==> src/rtl/mac_frame_scheduler.sv <==
// Frame-job FIFO and sequencer for mac_frame_generator. Push to start is 3 edges; o_req_ready drops when the FIFO is full.
// Define MAC_SCHED_TIMEOUT_EN to add the WAIT_DONE watchdog, which drops the frame and pulses o_timeout.

module mac_sched_fifo #(
  parameter int W     = 8,
  parameter int DEPTH = 8,
  localparam int AW   = $clog2(DEPTH),
  localparam int LW   = $clog2(DEPTH + 1)
) (
  input  logic          clk,
  input  logic          rst_n,
  input  logic          wr_en,
  input  logic [W-1:0]  wr_dat,
  input  logic          rd_en,
  output logic [W-1:0]  rd_dat,
  output logic          full,
  output logic          empty,
  output logic [LW-1:0] level
);
  logic [W-1:0]  mem [DEPTH];
  logic [AW-1:0] wr_ptr;
  logic [AW-1:0] rd_ptr;
  logic          do_wr;
  logic          do_rd;

  assign full   = (level == LW'(DEPTH));
  assign empty  = (level == '0);
  assign do_wr  = wr_en && !full;
  assign do_rd  = rd_en && !empty;
  assign rd_dat = mem[rd_ptr];

  always_ff @(posedge clk) begin
    if (do_wr) mem[wr_ptr] <= wr_dat;
  end

  // DEPTH is a power of two, so the pointers wrap on their own.
  always_ff @(posedge clk or negedge rst_n) begin
    if (!rst_n) begin
      wr_ptr <= '0;
      rd_ptr <= '0;
      level  <= '0;
    end else begin
      if (do_wr) wr_ptr <= wr_ptr + AW'(1);
      if (do_rd) rd_ptr <= rd_ptr + AW'(1);
      case ({do_wr, do_rd})
        2'b10:   level <= level + LW'(1);
        2'b01:   level <= level - LW'(1);
        default: level <= level;
      endcase
    end
  end
endmodule

module mac_frame_scheduler #(
  parameter int PAYLOAD_MAX_SIZE = 1500,
  parameter int FIFO_DEPTH       = 8,
  parameter int IFG_CYCLES       = 12,
  parameter int RESEED_CYCLES    = 2,
  parameter int TIMEOUT_CYCLES   = 4096,
  localparam int LW              = $clog2(FIFO_DEPTH + 1)
) (
  input  logic          clk,
  input  logic          i_rst_n,
  input  logic          i_enable,
  input  logic          i_req_valid,
  output logic          o_req_ready,
  input  logic [15:0]   i_req_length,
  input  logic [7:0]    i_req_mode,
  input  logic          i_req_reseed,
  output logic          o_gen_start,
  output logic [15:0]   o_gen_payload_length,
  output logic [7:0]    o_gen_mode,
  output logic          o_gen_prbs_rst_n,
  input  logic          i_gen_done,
  output logic          o_busy,
  output logic [LW-1:0] o_fifo_level,
  output logic [31:0]   o_frame_cnt,
  output logic          o_len_err,
  output logic          o_timeout
);
  localparam int CNT_MAX_A = (IFG_CYCLES > RESEED_CYCLES) ? IFG_CYCLES : RESEED_CYCLES;
  localparam int CNT_MAX   = (TIMEOUT_CYCLES > CNT_MAX_A) ? TIMEOUT_CYCLES : CNT_MAX_A;
  localparam int CNT_W     = $clog2(CNT_MAX + 1);

  typedef struct packed {
    logic [15:0] len;
    logic [7:0]  mode;
    logic        reseed;
  } job_t;

  typedef enum logic [2:0] {IDLE, RESEED, START, WAIT_DONE, GAP} state_t;

  state_t             state;
  state_t             state_nxt;
  job_t               push_job;
  job_t               head_job;
  logic               run_q;
  logic               fifo_full;
  logic               fifo_empty;
  logic               push;
  logic               pop;
  logic               done_q;
  logic               done_edge;
  logic               frame_done;
  logic               clamp;
  logic [15:0]        len_clamped;
  logic [CNT_W-1:0]   cyc_cnt;
  logic [CNT_W-1:0]   cyc_cnt_nxt;
`ifdef MAC_SCHED_TIMEOUT_EN
  logic               wd_expired;
  logic               timeout_q;
`endif

  assign push_job    = '{len: i_req_length, mode: i_req_mode, reseed: i_req_reseed};
  assign o_req_ready = run_q && !fifo_full;
  assign push        = i_req_valid && o_req_ready;
  assign done_edge   = i_gen_done && !done_q;
  assign clamp       = (head_job.len > 16'(PAYLOAD_MAX_SIZE));
  assign len_clamped = clamp ? 16'(PAYLOAD_MAX_SIZE) : head_job.len;
  assign o_busy      = (state != IDLE);

  mac_sched_fifo #(
    .W     ($bits(job_t)),
    .DEPTH (FIFO_DEPTH)
  ) u_job_fifo (
    .clk    (clk),
    .rst_n  (i_rst_n),
    .wr_en  (push),
    .wr_dat (push_job),
    .rd_en  (pop),
    .rd_dat (head_job),
    .full   (fifo_full),
    .empty  (fifo_empty),
    .level  (o_fifo_level)
  );

  always_comb begin
    state_nxt   = state;
    cyc_cnt_nxt = cyc_cnt;
    pop         = 1'b0;
    frame_done  = 1'b0;
`ifdef MAC_SCHED_TIMEOUT_EN
    wd_expired  = 1'b0;
`endif
    unique case (state)
      IDLE: begin
        cyc_cnt_nxt = '0;
        if (i_enable && !fifo_empty) begin
          pop       = 1'b1;
          state_nxt = head_job.reseed ? RESEED : START;
        end
      end
      RESEED: begin
        if (cyc_cnt == CNT_W'(RESEED_CYCLES - 1)) begin
          state_nxt   = START;
          cyc_cnt_nxt = '0;
        end else begin
          cyc_cnt_nxt = cyc_cnt + CNT_W'(1);
        end
      end
      START: begin
        state_nxt   = WAIT_DONE;
        cyc_cnt_nxt = '0;
      end
      WAIT_DONE: begin
        if (done_edge) begin
          frame_done  = 1'b1;
          state_nxt   = (IFG_CYCLES == 0) ? IDLE : GAP;
          cyc_cnt_nxt = '0;
        end
`ifdef MAC_SCHED_TIMEOUT_EN
        else if (cyc_cnt == CNT_W'(TIMEOUT_CYCLES - 1)) begin
          wd_expired  = 1'b1;
          state_nxt   = (IFG_CYCLES == 0) ? IDLE : GAP;
          cyc_cnt_nxt = '0;
        end else begin
          cyc_cnt_nxt = cyc_cnt + CNT_W'(1);
        end
`endif
      end
      GAP: begin
        if (cyc_cnt == CNT_W'(IFG_CYCLES - 1)) begin
          state_nxt   = IDLE;
          cyc_cnt_nxt = '0;
        end else begin
          cyc_cnt_nxt = cyc_cnt + CNT_W'(1);
        end
      end
      default: state_nxt = IDLE;
    endcase
  end

  // Generator-facing strobes lag the state by one edge, so PRBS reset ends right before the start pulse.
  always_ff @(posedge clk or negedge i_rst_n) begin
    if (!i_rst_n) begin
      state                <= IDLE;
      cyc_cnt              <= '0;
      run_q                <= 1'b0;
      done_q               <= 1'b0;
      o_gen_start          <= 1'b0;
      o_gen_payload_length <= '0;
      o_gen_mode           <= '0;
      o_gen_prbs_rst_n     <= 1'b0;
      o_frame_cnt          <= '0;
      o_len_err            <= 1'b0;
    end else begin
      state            <= state_nxt;
      cyc_cnt          <= cyc_cnt_nxt;
      run_q            <= 1'b1;
      done_q           <= i_gen_done;
      o_gen_start      <= (state == START);
      o_gen_prbs_rst_n <= (state != RESEED);
      o_len_err        <= pop && clamp;
      if (pop) begin
        o_gen_payload_length <= len_clamped;
        o_gen_mode           <= head_job.mode;
      end
      if (frame_done) o_frame_cnt <= o_frame_cnt + 32'd1;
    end
  end

`ifdef MAC_SCHED_TIMEOUT_EN
  always_ff @(posedge clk or negedge i_rst_n) begin
    if (!i_rst_n) timeout_q <= 1'b0;
    else          timeout_q <= wd_expired;
  end
  assign o_timeout = timeout_q;
`else
  assign o_timeout = 1'b0;
`endif
endmodule
==> config.mk <==
export PLATFORM = sky130hd
export DESIGN_NAME = mac_frame_scheduler
export DESIGN_NICKNAME = d
export VERILOG_FILES = /design/src/rtl/mac_frame_scheduler.sv
export SDC_FILE = /design/constraint.sdc
export NUM_CORES = 1
export LEC_CHECK = 0
export ABC_AREA = 0
export BUFFER_PORTS_ARGS = -buffer_cell sky130_fd_sc_hd__buf_2
export CAP_MARGIN = 20
export CORE_ASPECT_RATIO = 0.75
export CORE_MARGIN = 2
export CORE_UTILIZATION = 50
export DETAILED_ROUTE_END_ITERATION = 12
export GPL_ROUTABILITY_DRIVEN = 0
export PLACE_DENSITY = 0.71
export SLEW_MARGIN = 20
export SYNTH_ARGS = -nofsm -noshare
export SYNTH_HDL_FRONTEND = slang
export SYNTH_SLANG_ARGS = --single-unit
==> constraint.sdc <==
create_clock -name clk -period 3.6 [get_ports clk]
set_clock_uncertainty 0.2 [all_clocks]
set_input_delay 0.72 -clock clk [delete_from_list [all_inputs] [get_ports clk]]
set_output_delay 0.72 -clock clk [all_outputs]
set_load 0.01 [all_outputs]
==> impl_metrics.prom <==
# TYPE chip_impl_metric gauge
chip_impl_info{name="status",value="complete, no violations"} 1
chip_impl_metric{name="synth-edff-count",unit=""} 200
chip_impl_metric{name="worst_r2r_path_depth",unit=""} 6
chip_impl_metric{name="ir_drop",unit="mV"} 0.451
chip_impl_metric{name="synthesis.nets",unit=""} 741
chip_impl_metric{name="detail_route.iter0.violations",unit=""} 559
chip_impl_info{name="yosys-top-cells-count",value="sky130_fd_sc_hd__edfxtp_1 (200), sky130_fd_sc_hd__dfrtp_1 (87), sky130_fd_sc_hd__nor2_1 (49)"} 1
chip_impl_metric{name="cts_made_buffers",unit=""} 28
chip_impl_metric{name="setup.reg_to_reg.worst_slack",unit="ns"} 0.63
chip_impl_metric{name="drt-pass1-iter-count",unit=""} 5
chip_impl_metric{name="power.net_switching",unit="µW"} 1580
chip_impl_metric{name="power.switching_fraction",unit="%"} 21.1
chip_impl_metric{name="clk_path_buf_depth",unit=""} 3
chip_impl_metric{name="syn2layout_area_growth",unit="%"} 16.9
chip_impl_metric{name="portion_of_the_post_synthesis_area_used_by_sequential_elements",unit="%"} 70.5
chip_impl_metric{name="globalRouteOverflowTotal",unit=""} 0
chip_impl_metric{name="clkSlewWorstSetupHoldPaths",unit="ns"} 0.06
chip_impl_metric{name="multi_input_comb_area",unit="mm²"} 0.00322
chip_impl_metric{name="seqCellArea",unit="mm²"} 0.00819
chip_impl_metric{name="floorplan.io_pins",unit=""} 96
chip_impl_metric{name="holdBufCountCts",unit=""} 0
chip_impl_metric{name="port_buffers",unit=""} 94
chip_impl_metric{name="sequential_group_share_of_total_power",unit="%"} 51.5
chip_impl_info{name="min-delay-path-class",value="in2async"} 1
chip_impl_metric{name="syn_area_per_cell",unit="µm²"} 16.5
chip_impl_metric{name="netlist.area_leader.share",unit="%"} 51.7
chip_impl_metric{name="post-dp-hpwl",unit="µm"} 15200
chip_impl_metric{name="finalNetCount",unit=""} 866
chip_impl_metric{name="share_of_layout_cells_above_drive_strength_1",unit="%"} 27.5
chip_impl_metric{name="power.density",unit="mW/mm²"} 550
chip_impl_metric{name="viasPerCell",unit=""} 5.62
chip_impl_metric{name="worst_skew_pair.late_latency",unit="ns"} 0.53
chip_impl_metric{name="die_height",unit="µm"} 136
chip_impl_info{name="synth_top_flop_cell",value="sky130_fd_sc_hd__edfxtp_1"} 1
chip_impl_info{name="synth.most_common_cell",value="sky130_fd_sc_hd__edfxtp_1"} 1
chip_impl_metric{name="ys_types",unit=""} 65
chip_impl_metric{name="wire_length_of_the_first_global_routing_pass",unit="µm"} 36100
chip_impl_metric{name="first_global_vias",unit=""} 6385
chip_impl_metric{name="antenna_left",unit=""} 0
chip_impl_info{name="ctsRootBufferMaster",value="sky130_fd_sc_hd__clkbuf_16"} 1
chip_impl_metric{name="timing.critical_path.required",unit="ns"} 3.78
chip_impl_metric{name="timing.slew.headroom",unit="%"} 40.6
chip_impl_metric{name="ctsResizeCount",unit=""} 0
chip_impl_metric{name="power_frac_clock",unit="%"} 42.7
chip_impl_metric{name="clock_tree.htree_level_count",unit=""} 1
chip_impl_metric{name="synth-async-reset-ratio",unit="%"} 30.3
chip_impl_metric{name="initial_core_util",unit="%"} 50.7
chip_impl_metric{name="cell_internal_pwr",unit="µW"} 5890
chip_impl_metric{name="detailroute.via_count",unit=""} 6470
chip_impl_info{name="yosysTopAreaCell",value="sky130_fd_sc_hd__edfxtp_1"} 1
chip_impl_info{name="reg_to_reg_startpoint",value="u_job_fifo.rd_ptr[1]"} 1
chip_impl_info{name="setup.worst_path.start_class",value="flip-flop"} 1
chip_impl_metric{name="tns",unit="ns"} 0
chip_impl_metric{name="globalRouteTotalUtil",unit="%"} 19.0
chip_impl_info{name="worst_r2r_end",value="o_gen_payload_length[3]"} 1
chip_impl_metric{name="cts.sinks",unit=""} 287
chip_impl_metric{name="postSynthCellCount",unit=""} 703
chip_impl_metric{name="synth.ff_latch_count",unit=""} 287
chip_impl_metric{name="setup_bufs_post_cts",unit=""} 0
chip_impl_metric{name="number_of_slew_limit_violations_in_the_final_report",unit=""} 0
chip_impl_metric{name="critical_path_arrival",unit="ns"} 3.15
chip_impl_info{name="critical_path.endpoint_type",value="flip-flop"} 1
chip_impl_metric{name="yosys_warnings",unit=""} 0
chip_impl_metric{name="timing.fmax",unit="GHz"} 0.337
chip_impl_info{name="rsz0062_at_grt",value="no"} 1
chip_impl_metric{name="pin_count_of_the_biggest_net_entering_global_routing",unit=""} 67
chip_impl_metric{name="routed_wire_length_per_instance",unit="µm"} 20.4
chip_impl_metric{name="timing_hold_violations_final",unit=""} 0
chip_impl_metric{name="die-width",unit="µm"} 180
chip_impl_metric{name="timing_worst_slew_pin_value",unit="ns"} 0.891
chip_impl_metric{name="detail_route.drc_violations",unit=""} 0
chip_impl_metric{name="crit_fanout",unit=""} 13
chip_impl_metric{name="floorplan_die_area",unit="mm²"} 0.0245
chip_impl_metric{name="final_period_utilization",unit="%"} 82.4
chip_impl_info{name="netlist_top_cells_area",value="sky130_fd_sc_hd__edfxtp_1 (52%), sky130_fd_sc_hd__dfrtp_1 (19%), sky130_fd_sc_hd__mux4_2 (7.8%)"} 1
chip_impl_metric{name="layout.filler_cells",unit=""} 1679
chip_impl_metric{name="route.final.wire_length",unit="µm"} 23500
chip_impl_info{name="criticalPathCategory",value="reg2reg"} 1
chip_impl_info{name="tritoncts_clock_tree",value="done"} 1
chip_impl_metric{name="drv_cap",unit=""} 0
chip_impl_metric{name="report.final.setup_viol",unit=""} 0
chip_impl_metric{name="grt_antenna_before_repair",unit=""} 2
chip_impl_metric{name="p_leak",unit="µW"} 0.00527
chip_impl_metric{name="core_region_area",unit="mm²"} 0.0229
chip_impl_metric{name="row_count",unit=""} 48
chip_impl_metric{name="post_synth_instance_area",unit="mm²"} 0.0116
chip_impl_metric{name="comb_power_share",unit="%"} 5.8
chip_impl_metric{name="total_power",unit="µW"} 7460
chip_impl_metric{name="post-route-min-period",unit="ns"} 2.97
worst max path at each step:
stage	from	end	slack (ns)
CTS	u_job_fifo.rd_ptr[1]	o_gen_payload_length[3]	0.60
floorplan	u_job_fifo.level[1]	u_job_fifo.mem[2][0]	0.50
detailed placement	u_job_fifo.rd_ptr[1]	o_gen_payload_length[4]	0.60
global route	u_job_fifo.rd_ptr[1]	o_gen_payload_length[2]	0.44
finish	u_job_fifo.rd_ptr[1]	o_gen_payload_length[3]	0.63
global placement	u_job_fifo.rd_ptr[1]	o_gen_payload_length[2]	0.69
power by group through the flow:
stage / Sequential, µW / Combinational, µW / Clock [µW]
floorplan: 3890 / 226 / 0
global placement: 3900 / 423 / 0
detailed placement: 3910 / 442 / 0
CTS: 3850 / 443 / 3230
global route: 3860 / 476 / 3370
finish: 3850 / 434 / 3180
critical path, stage by stage (launching register included):
cell	delay [ns]
sky130_fd_sc_hd__dfrtp_1	0.79
sky130_fd_sc_hd__buf_4	0.26
sky130_fd_sc_hd__mux4_1	0.60
sky130_fd_sc_hd__mux2i_4	0.22
sky130_fd_sc_hd__nor2_1	0.09
sky130_fd_sc_hd__a31oi_2	0.47
sky130_fd_sc_hd__a41oi_1	0.19
metal layers:
layer	part of all wire [%]	vias up	track usage, %	wire length [µm]
li1	-	2927	-	-
met1	45	3338	27.6	10600
met2	48	171	30.4	11300
met3	5.7	32	3.59	1330
met4	1.3	2	4.25	301
met5	0.055	-	0	13
per-stage QoR:
step                      cells  worst slack, ns  area (µm²)  utilization, %  hold WS, ns
after floorplan             703            0.496       11600               -        0.224
after global placement     1098            0.692       12500            54.8        0.251
after detailed placement   1098            0.601       12500            54.8        0.261
after CTS                  1150            0.601       13600            59.3        0.116
after global routing       1150            0.436       13600            59.3        0.120
final                      1151            0.635       13600            59.3        0.112
cells in the final DEF (no fill, tap or decap), types with 15 or more instances in the layout:
master and n:
sky130_fd_sc_hd__inv_1 17, sky130_fd_sc_hd__buf_2 93, sky130_fd_sc_hd__dfrtp_1 85, sky130_fd_sc_hd__nor3_1 19
sky130_fd_sc_hd__nand2_1 48, sky130_fd_sc_hd__buf_4 27, sky130_fd_sc_hd__nor2_1 43, sky130_fd_sc_hd__and2_1 15
sky130_fd_sc_hd__edfxtp_1 200, sky130_fd_sc_hd__xnor2_1 27, sky130_fd_sc_hd__clkbuf_16 29, sky130_fd_sc_hd__mux4_2 40
sky130_fd_sc_hd__xor2_1 19
sequential cells by signal, summed over array words and instances, names as in the netlist, 4 cells and up:
signal / cells
cyc_cnt: 13
o_frame_cnt: 32
o_gen_mode: 8
o_gen_payload_length: 16
u_job_fifo.level: 4
u_job_fifo.mem: 200
layout make-up:
type,instances,area share (%)
antenna,1,0.0184
clock buffer,39,5.92
clock inverter,13,1.63
inverter,19,0.526
multi-input combinational,371,23.7
sequential,287,60.3
tap,300,2.77
timing repair buffer,121,5.07
cell families after synthesis:
logic type / count (synthesis) / synth area share (%)
muxes: 64 / 10.8
xor gates and xnor gates: 46 / 3.47
buffers and inverters: 45 / 2.11
AOI/OAI and AO/OA: 58 / 3.69
other: 2 / 0.0647
adders and majority gates: 8 / 0.862
and+or+nand+nor: 193 / 8.52
DFF: 287 / 70.5
No activity file was read; power rests on OpenSTA's default activity.
